===== src/rtl/logic_unit_arbiter.sv =====
// Round-robin arbiter sharing one external 4-bit logic unit among NUM_REQ requesters.
// Define LOGIC_ARB_OPCHECK_EN to flag illegal opcodes (rsp_err=1, rsp_y=0).
module logic_unit_arbiter #(
   parameter int NUM_REQ = 2,
   parameter int ID_W    = 1
) (
   input  logic                 clk,
   input  logic                 rst_n,
   input  logic [NUM_REQ-1:0]   req_valid,
   output logic [NUM_REQ-1:0]   req_ready,
   input  logic [4*NUM_REQ-1:0] req_opcode,
   input  logic [4*NUM_REQ-1:0] req_a,
   input  logic [4*NUM_REQ-1:0] req_b,
   output logic [3:0]           lu_opcode,
   output logic [3:0]           lu_a,
   output logic [3:0]           lu_b,
   input  logic [3:0]           lu_y,
   output logic                 rsp_valid,
   input  logic                 rsp_ready,
   output logic [ID_W-1:0]      rsp_id,
   output logic [3:0]           rsp_y,
   output logic                 rsp_err,
   output logic                 busy
);

   typedef enum logic [1:0] {IDLE = 2'd0, EXEC = 2'd1, RESP = 2'd2} state_t;

   state_t          state, state_nxt;
   logic [ID_W-1:0] rr_ptr;
   logic            gnt_found;
   logic [ID_W-1:0] gnt_id;
   logic            hs;
   logic [3:0]      op_p0, a_p0, b_p0;
   logic [ID_W-1:0] id_p0;
   logic [3:0]      res_y;
   logic            res_err;

   function automatic logic [ID_W-1:0] rr_index(input logic [ID_W-1:0] base, input int off);
      int sum;
      sum = int'(base) + off;
      if (sum >= NUM_REQ) sum = sum - NUM_REQ;
      return ID_W'(sum);
   endfunction

   // Scan downward so the smallest offset from rr_ptr is the last (winning) assignment.
   always_comb begin
      gnt_found = 1'b0;
      gnt_id    = '0;
      for (int k = NUM_REQ - 1; k >= 0; k--) begin
         if (req_valid[rr_index(rr_ptr, k)]) begin
            gnt_found = 1'b1;
            gnt_id    = rr_index(rr_ptr, k);
         end
      end
   end

   assign hs = (state == IDLE) && gnt_found;

   always_comb begin
      state_nxt = state;
      req_ready = '0;
      rsp_valid = 1'b0;
      busy      = 1'b1;
      lu_opcode = '0;
      lu_a      = '0;
      lu_b      = '0;
      case (state)
         IDLE: begin
            busy = 1'b0;
            if (gnt_found) begin
               req_ready = NUM_REQ'(1) << gnt_id;
               state_nxt = EXEC;
            end
         end
         EXEC: begin
            lu_opcode = op_p0;
            lu_a      = a_p0;
            lu_b      = b_p0;
            state_nxt = RESP;
         end
         RESP: begin
            rsp_valid = 1'b1;
            if (rsp_ready) state_nxt = IDLE;
         end
         default: state_nxt = IDLE;
      endcase
   end

   always_ff @(posedge clk or negedge rst_n) begin
      if (!rst_n) begin
         state  <= IDLE;
         rr_ptr <= '0;
      end else begin
         state <= state_nxt;
         if (hs) rr_ptr <= (gnt_id == ID_W'(NUM_REQ - 1)) ? '0 : gnt_id + 1'b1;
      end
   end

   // Stage p0: operands captured at the request handshake
   always_ff @(posedge clk) begin
      if (hs) begin
         op_p0 <= req_opcode[{gnt_id, 2'b00} +: 4];
         a_p0  <= req_a[{gnt_id, 2'b00} +: 4];
         b_p0  <= req_b[{gnt_id, 2'b00} +: 4];
         id_p0 <= gnt_id;
      end
   end

`ifdef LOGIC_ARB_OPCHECK_EN
   function automatic logic op_legal(input logic [3:0] op);
      return (op >= 4'd1) && (op <= 4'd7);
   endfunction

   assign res_err = !op_legal(op_p0);
   assign res_y   = res_err ? 4'b0000 : lu_y;
`else
   assign res_err = 1'b0;
   assign res_y   = lu_y;
`endif

   // Result stage: captured at the end of EXEC, held through RESP
   always_ff @(posedge clk or negedge rst_n) begin
      if (!rst_n) begin
         rsp_y   <= '0;
         rsp_id  <= '0;
         rsp_err <= 1'b0;
      end else if (state == EXEC) begin
         rsp_y   <= res_y;
         rsp_id  <= id_p0;
         rsp_err <= res_err;
      end
   end

endmodule


===== config.mk =====
export PLATFORM = sky130hd
export DESIGN_NAME = logic_unit_arbiter
export DESIGN_NICKNAME = d
export VERILOG_FILES = /design/src/rtl/logic_unit_arbiter.sv
export SDC_FILE = /design/constraint.sdc
export NUM_CORES = 1
export LEC_CHECK = 0
export ABC_AREA = 0
export BUFFER_PORTS_ARGS = -buffer_cell sky130_fd_sc_hd__buf_2
export CAP_MARGIN = 25
export CORE_MARGIN = 5
export CORE_UTILIZATION = 43
export DETAILED_ROUTE_END_ITERATION = 7
export GPL_ROUTABILITY_DRIVEN = 0
export GPL_TIMING_DRIVEN = 1
export PLACE_DENSITY = 0.77
export SYNTH_ARGS = -nofsm -noshare
export SYNTH_HDL_FRONTEND = slang
export SYNTH_SLANG_ARGS = --single-unit

===== constraint.sdc =====
create_clock -name clk -period 2.2 [get_ports clk]
set_input_delay 0.44 -clock clk [delete_from_list [all_inputs] [get_ports clk]]
set_output_delay 0.44 -clock clk [all_outputs]
set_load 0.005 [all_outputs]

---- After elaboration in Yosys (flattened, before gate mapping) ----
Index checks and enable logic that the tools add are counted.
W data, S select, Z words.
word-level totals
  output and inout bits ................... 22
  register bits after elaboration ......... 21
  input bits .............................. 33
  word-level logic and storage cells ...... 48
operators by class
  muxes and demuxes ....................... 21
  add/subtract/negate cells ............... 4
  reductions and logical operators ........ 3
  equality and inequality tests ........... 4
  $lt $le $gt $ge ......................... 4
  shift operators ......................... 4
operators with widths
  operator               number
  $shiftx A8 B4 Y4       3
  $mux W1                13
  $mux W4                3
  $mux W2                4
  $pmux W2 S3            1
  $lt A1 B2 Y1 const B   2
  $ne A2 B2 Y1 const B   2
  $add A1 B1 Y2 const B  1
  $eq A2 B1 Y1 const B   1
  $eq A2 B2 Y1 const B   1
  $ge A1 B2 Y1 const B   1
  $ge A2 B2 Y1 const B   1
  $logic_not A2 Y1       1
  $reduce_and A2 Y1      1
  $shl A1 B1 Y2 const A  1
  $sub A1 B1 Y1 const B  2
  $add A1 B1 Y1 const B  1
  $logic_and A1 B1 Y1    1

---- Longest topological paths before layout ----
  depth after elaboration ................. 10
  depth in mapped cells ................... 4
  depth with buffers taken out ............ 3

---- Least setup slack after synthesis ----
OpenSTA, ideal clock, no wires.
  path kind ............................... reg-to-reg
  start point ............................. register state[0]
  end point ............................... register a_p0[0] (enable)
  setup time .............................. 382 ps
  cell stages (with the launch flop) ...... 4
  path slack .............................. 581 ps
  period minus slack after synthesis ...... 1619 ps
  data arrival time ....................... 1237 ps
  cells stage by stage .................... dfrtp_1 -> nor2_1 -> inv_1 -> nor2_1
on the way
  longest elaborated chain between the ends .. 2
ends and longest elaborated chain
  element                 line  text
  start, declared         28    state_t state, state_nxt;
  start signal, assigned  94    state <= state_nxt;
  $logic_not A2 Y1        57    assign hs = (state == IDLE) && gnt_found;
  $logic_and A1 B1 Y1     57
  via hs                  32    logic hs;
  end signal, assigned    103   a_p0 <= req_a[{gnt_id, 2'b00} +: 4];
  end, declared           33    logic [3:0] op_p0, a_p0, b_p0;
The timed path passes the listed nets, and every way through them passes these cells.
A chain may end at the register's enable or synchronous reset.

---- Worst setup path in the final report ----
  start point ............................. register rr_ptr
  end point ............................... output req_ready[1]
on the way
  longest elaborated chain between the ends .. 10
ends and longest elaborated chain
  element                                        line  text
  start, declared                                29    logic [ID_W-1:0] rr_ptr;
  start signal, assigned                         95    if (hs) rr_ptr <= (gnt_id == ID_W'(NUM_REQ - 1)) ? '0 : gnt_id + 1'b1;
  $add A1 B1 Y2                                  40    sum = int'(base) + off;
  $ge A2 B2 Y1 or $sub A1 B1 Y1 (tied branches)  41    if (sum >= NUM_REQ) sum = sum - NUM_REQ;
  $mux W1                                        41
  $mux W1 (not written as such) (2 in a row)     50    if (req_valid[rr_index(rr_ptr, k)]) begin
  $mux W1 (2 in a row)                           50
  $shl A1 B1 Y2                                  71    req_ready = NUM_REQ'(1) << gnt_id;
  $mux W2 (*)                                    70    if (gnt_found) begin
  $mux W2 (*)                                    67    case (state)
  end, declared                                  10    output logic [NUM_REQ-1:0] req_ready,
Every way passes the cells marked *; elsewhere a longest branch is shown, timed or not. The select of a mux whose other input is x is not followed.

==> metrics.md <==
| Metric | Value |
|---|---|
| Max-capacitance violation count | 0 |
| Synthesized area per cell | roughly 14 um2 |
| Critical path arrival | 1.43 ns |
| Cells after synthesis | 71 |
| Skew final | between 0.006 and 0.007 ns |
| Clk root buf | clkbuf_4 |
| Max incr delay on CP | between 0.4 and 0.5 ns |
| P_sw | between 0.4 and 0.5 mW |
| Worst Setup Start Kind | flop |
| 1st-pass router iterations | 2 |
| Total power | 1.436 mW |
| Internal power | roughly 0.99 mW |
| Synth Area in Compound Gates | around 4.2% |
| Transition time at the pin with the least slew margin | 0.5247 ns |
| Crit path buffers/inverters | 1 |
| Fraction of synthesized cell area in xor and xnor cells | 0% |
| Post-synth design cell area | roughly 1000 um2 |
| Number of buffers added for setup after CTS | 0 |
| Aggregate negative setup slack | 0 ns |
| Max frequency | between 500 and 600 MHz |
| Number of core rows | 17 |
| Finished layout cell area | around 1300 um2 |
| Switching Share | a little under a third |
| Data required time of the critical path | around 1.8 ns |
| Placeable Area | about 2200 um2 |
| Number of antenna violations at the first check in global routing | 0 |
| Final Max Tran Viols | 0 |
| Deepest clock path buffer count | 2 |
| Period utilization | between 80% and 90% |
| Kind of cell adding the most delay to the critical path | flip-flops |
| Congestion Overflow GR | 0 |
| Number of clock buffers inserted by TritonCTS | 3 |
| Adder-cell share of the synthesized area | 0% |
| Starting DRC count in detailed routing | 3 |
| Average detailed-routed wire length per instance | 13.23 um |
| Fraction of the yosys area taken by sequential cells | between 50 and 60% |
| Worst hold-check path type | in -> reg |
| Latest clock arrival within the worst-skew pair | slightly below 0.3 ns |
| Hold buffer count at cts | 1 |
| Part of the power in the clock network | between 10% and 20% |
| Unrepaired setup endpoints after global routing | no |
| Total global routing track utilization | between 10% and 20% |
| Cell Pwr Density | roughly 1100 nW/um2 |
| Layout cells sized above 1 | between 60% and 70% |
| Hold Worst Slack | approximately 0.38 ns |
| Kind of end point of the critical path | output pin |
| Post-synthesis net count | approximately 100 |
| Placed cell areas | roughly 1300 um2 |
| Relative max-transition margin | between 60% and 70% |
| TritonCTS clock tree | built |
| Type of the worst setup path | reg -> out |
| Number of gates resized after cts | 0 |
| Number of input and output port buffers inserted | between 50 and 60 |
| Layout overhead on the synthesized area | 31.45% |
| Number of storage elements in the synthesis netlist | 21 |
| Clock sink total | 21 |
| Number of antenna cells inserted | 0 |
| Count of yosys warnings during synthesis | 0 |
| Final WL | around 2100 um |
| Post-route ant nets | 0 |
| DRC | 0 |
| CP Cell Sequence | o21ai_4, nor2_1, buf_2 |
| Count of distinct cell types in the synthesized netlist | 18 |
| Number of global-route vias before repair | 755 |
| Vias per std cell | 4.487 |
| Comb power frac | roughly two fifths |
| Outcome | completed |
| Worst ir drop on vdd | 0.8124 mV |
| Hold Violations, Final | 0 |
| Leakage power total | approximately 0.67 nW |
| Fraction of synthesized area in multiplexers | between 20% and 30% |
| CTS clk-pin slew, worst paths | around 0.1 ns |
| Critical Path Slowest Stage Cell | dfrtp_1 |
| Die H | 58.67 um |
| Number of nets at the end of the flow | between 150 and 200 |
| Die Outline Area | between 3000 and 4000 um2 |
| Combinational family with the most area after synthesis | multiplexers |
| I/O pin cnt | 55 |
| Final number of setup-violating endpoints | 0 |
| Width of the die | 58.67 um |
| Finished Core Util | between 50% and 60% |
| Largest fanout on the critical path | 14 |
| Simple-gate share of the synthesized area | between 10% and 20% |
| Number of H-tree levels | 1 |
| Post-layout minimum cycle time | 1.872 ns |
| Largest net degree at the start of global routing | 15 |
| Initial Utilization | around 46% |
| Sequential fraction of design power | a little under half |
| DR vias | 700 |
| Global-route wire length before repair | approximately 3200 um |
==> per-stage QoR <==
step / worst slack [ns] / instances
finish: 0.3277 / 156
global route: 0.2430 / 156
CTS: 0.3173 / 156
detailed placement: 0.4728 / 151
global placement: 0.4922 / 151
floorplan: 0.5808 / 71
==> power groups by stage <==
| stage | Clock [mW] | Combinational (mW) | Sequential (mW) |
|---|---|---|---|
| floorplan | 0 | 0.359 | 0.668 |
| global placement | 0 | 0.584 | 0.663 |
| detailed placement | 0 | 0.607 | 0.675 |
| CTS | 0.184 | 0.610 | 0.665 |
| global route | 0.197 | 0.658 | 0.681 |
| finish | 0.177 | 0.597 | 0.663 |
==> path summary, 6_finish.rpt <==
path / start / end / slack (ns) / cells past startpoint
min in group asynchronous: rst_n / state[1] / 0.51 / 2
worst max-delay path: rr_ptr / req_ready[1] / 0.33 / 3
worst min register to register: id_p0 / rsp_id / 0.49 / 1
worst min-delay path: lu_y[3] / rsp_y[3] / 0.38 / 2
worst max register to register: rr_ptr / op_p0[3] / 0.65 / 2
max in group asynchronous: rst_n / rsp_id / 1.53 / 2
==> routing by layer <==
metal	vias to the layer above	track usage (%)	share of wire (%)
met5	-	0	0
met4	0	4.531	0.82
met3	2	3.728	8.7
li1	356	-	-
met1	317	11.07	33
met2	25	24.56	57
==> cells in the mapped netlist <==
library cell	count	area share, %
conb_1	1	0.37
a31oi_1	1	0.61
buf_12	1	2.0
edfxtp_1	13	38
a21oi_1	1	0.49
mux2_4	8	12
mux2_2	9	10
dfrtp_1	8	20
a21o_1	1	0.74
nor2_1	5	1.8
a211oi_1	1	0.74
clkbuf_1	1	0.37
o21ai_4	1	1.6
and2_1	12	7.4
inv_1	3	1.1
inv_2	1	0.37
buf_4	2	1.5
nor2b_1	2	1.2
==> registers in the layout, summed over array words and instances (netlist names) <==
signal  flops
b_p0        4
a_p0        4
rsp_id      1
id_p0       1
state       2
op_p0       4
rsp_y       4
rr_ptr      1
==> placed cells by master (no fill, tap or decap), drive strengths merged, types with 2 or more instances in the layout <==
cell type,Yosys,layout
edfxtp,13,13
clkbuf,1,4
dfrtp,8,8
and2,12,12
nor2b,2,2
mux2,17,17
nor2,5,5
inv,4,4
buf,3,56
==> layout make-up <==
class	count	area (um2)
clock buffers	4	26.28
flip-flops and latches	21	590.6
repair buffers	57	297.8
multi-input cells	42	374.1
fillers	195	894.6
well taps	28	35.03
inverters	4	15.01
==> cell families (layout without fill, tap and decap cells) <==
| kind of cell | count (synthesis) | count (layout) |
|---|---|---|
| other cells | 1 | 1 |
| simple gates | 19 | 19 |
| buf+inv | 8 | 65 |
| compound gates | 5 | 5 |
| mux | 17 | 17 |
| flops | 21 | 21 |
Note: power is estimated with default switching activity, not from simulation.
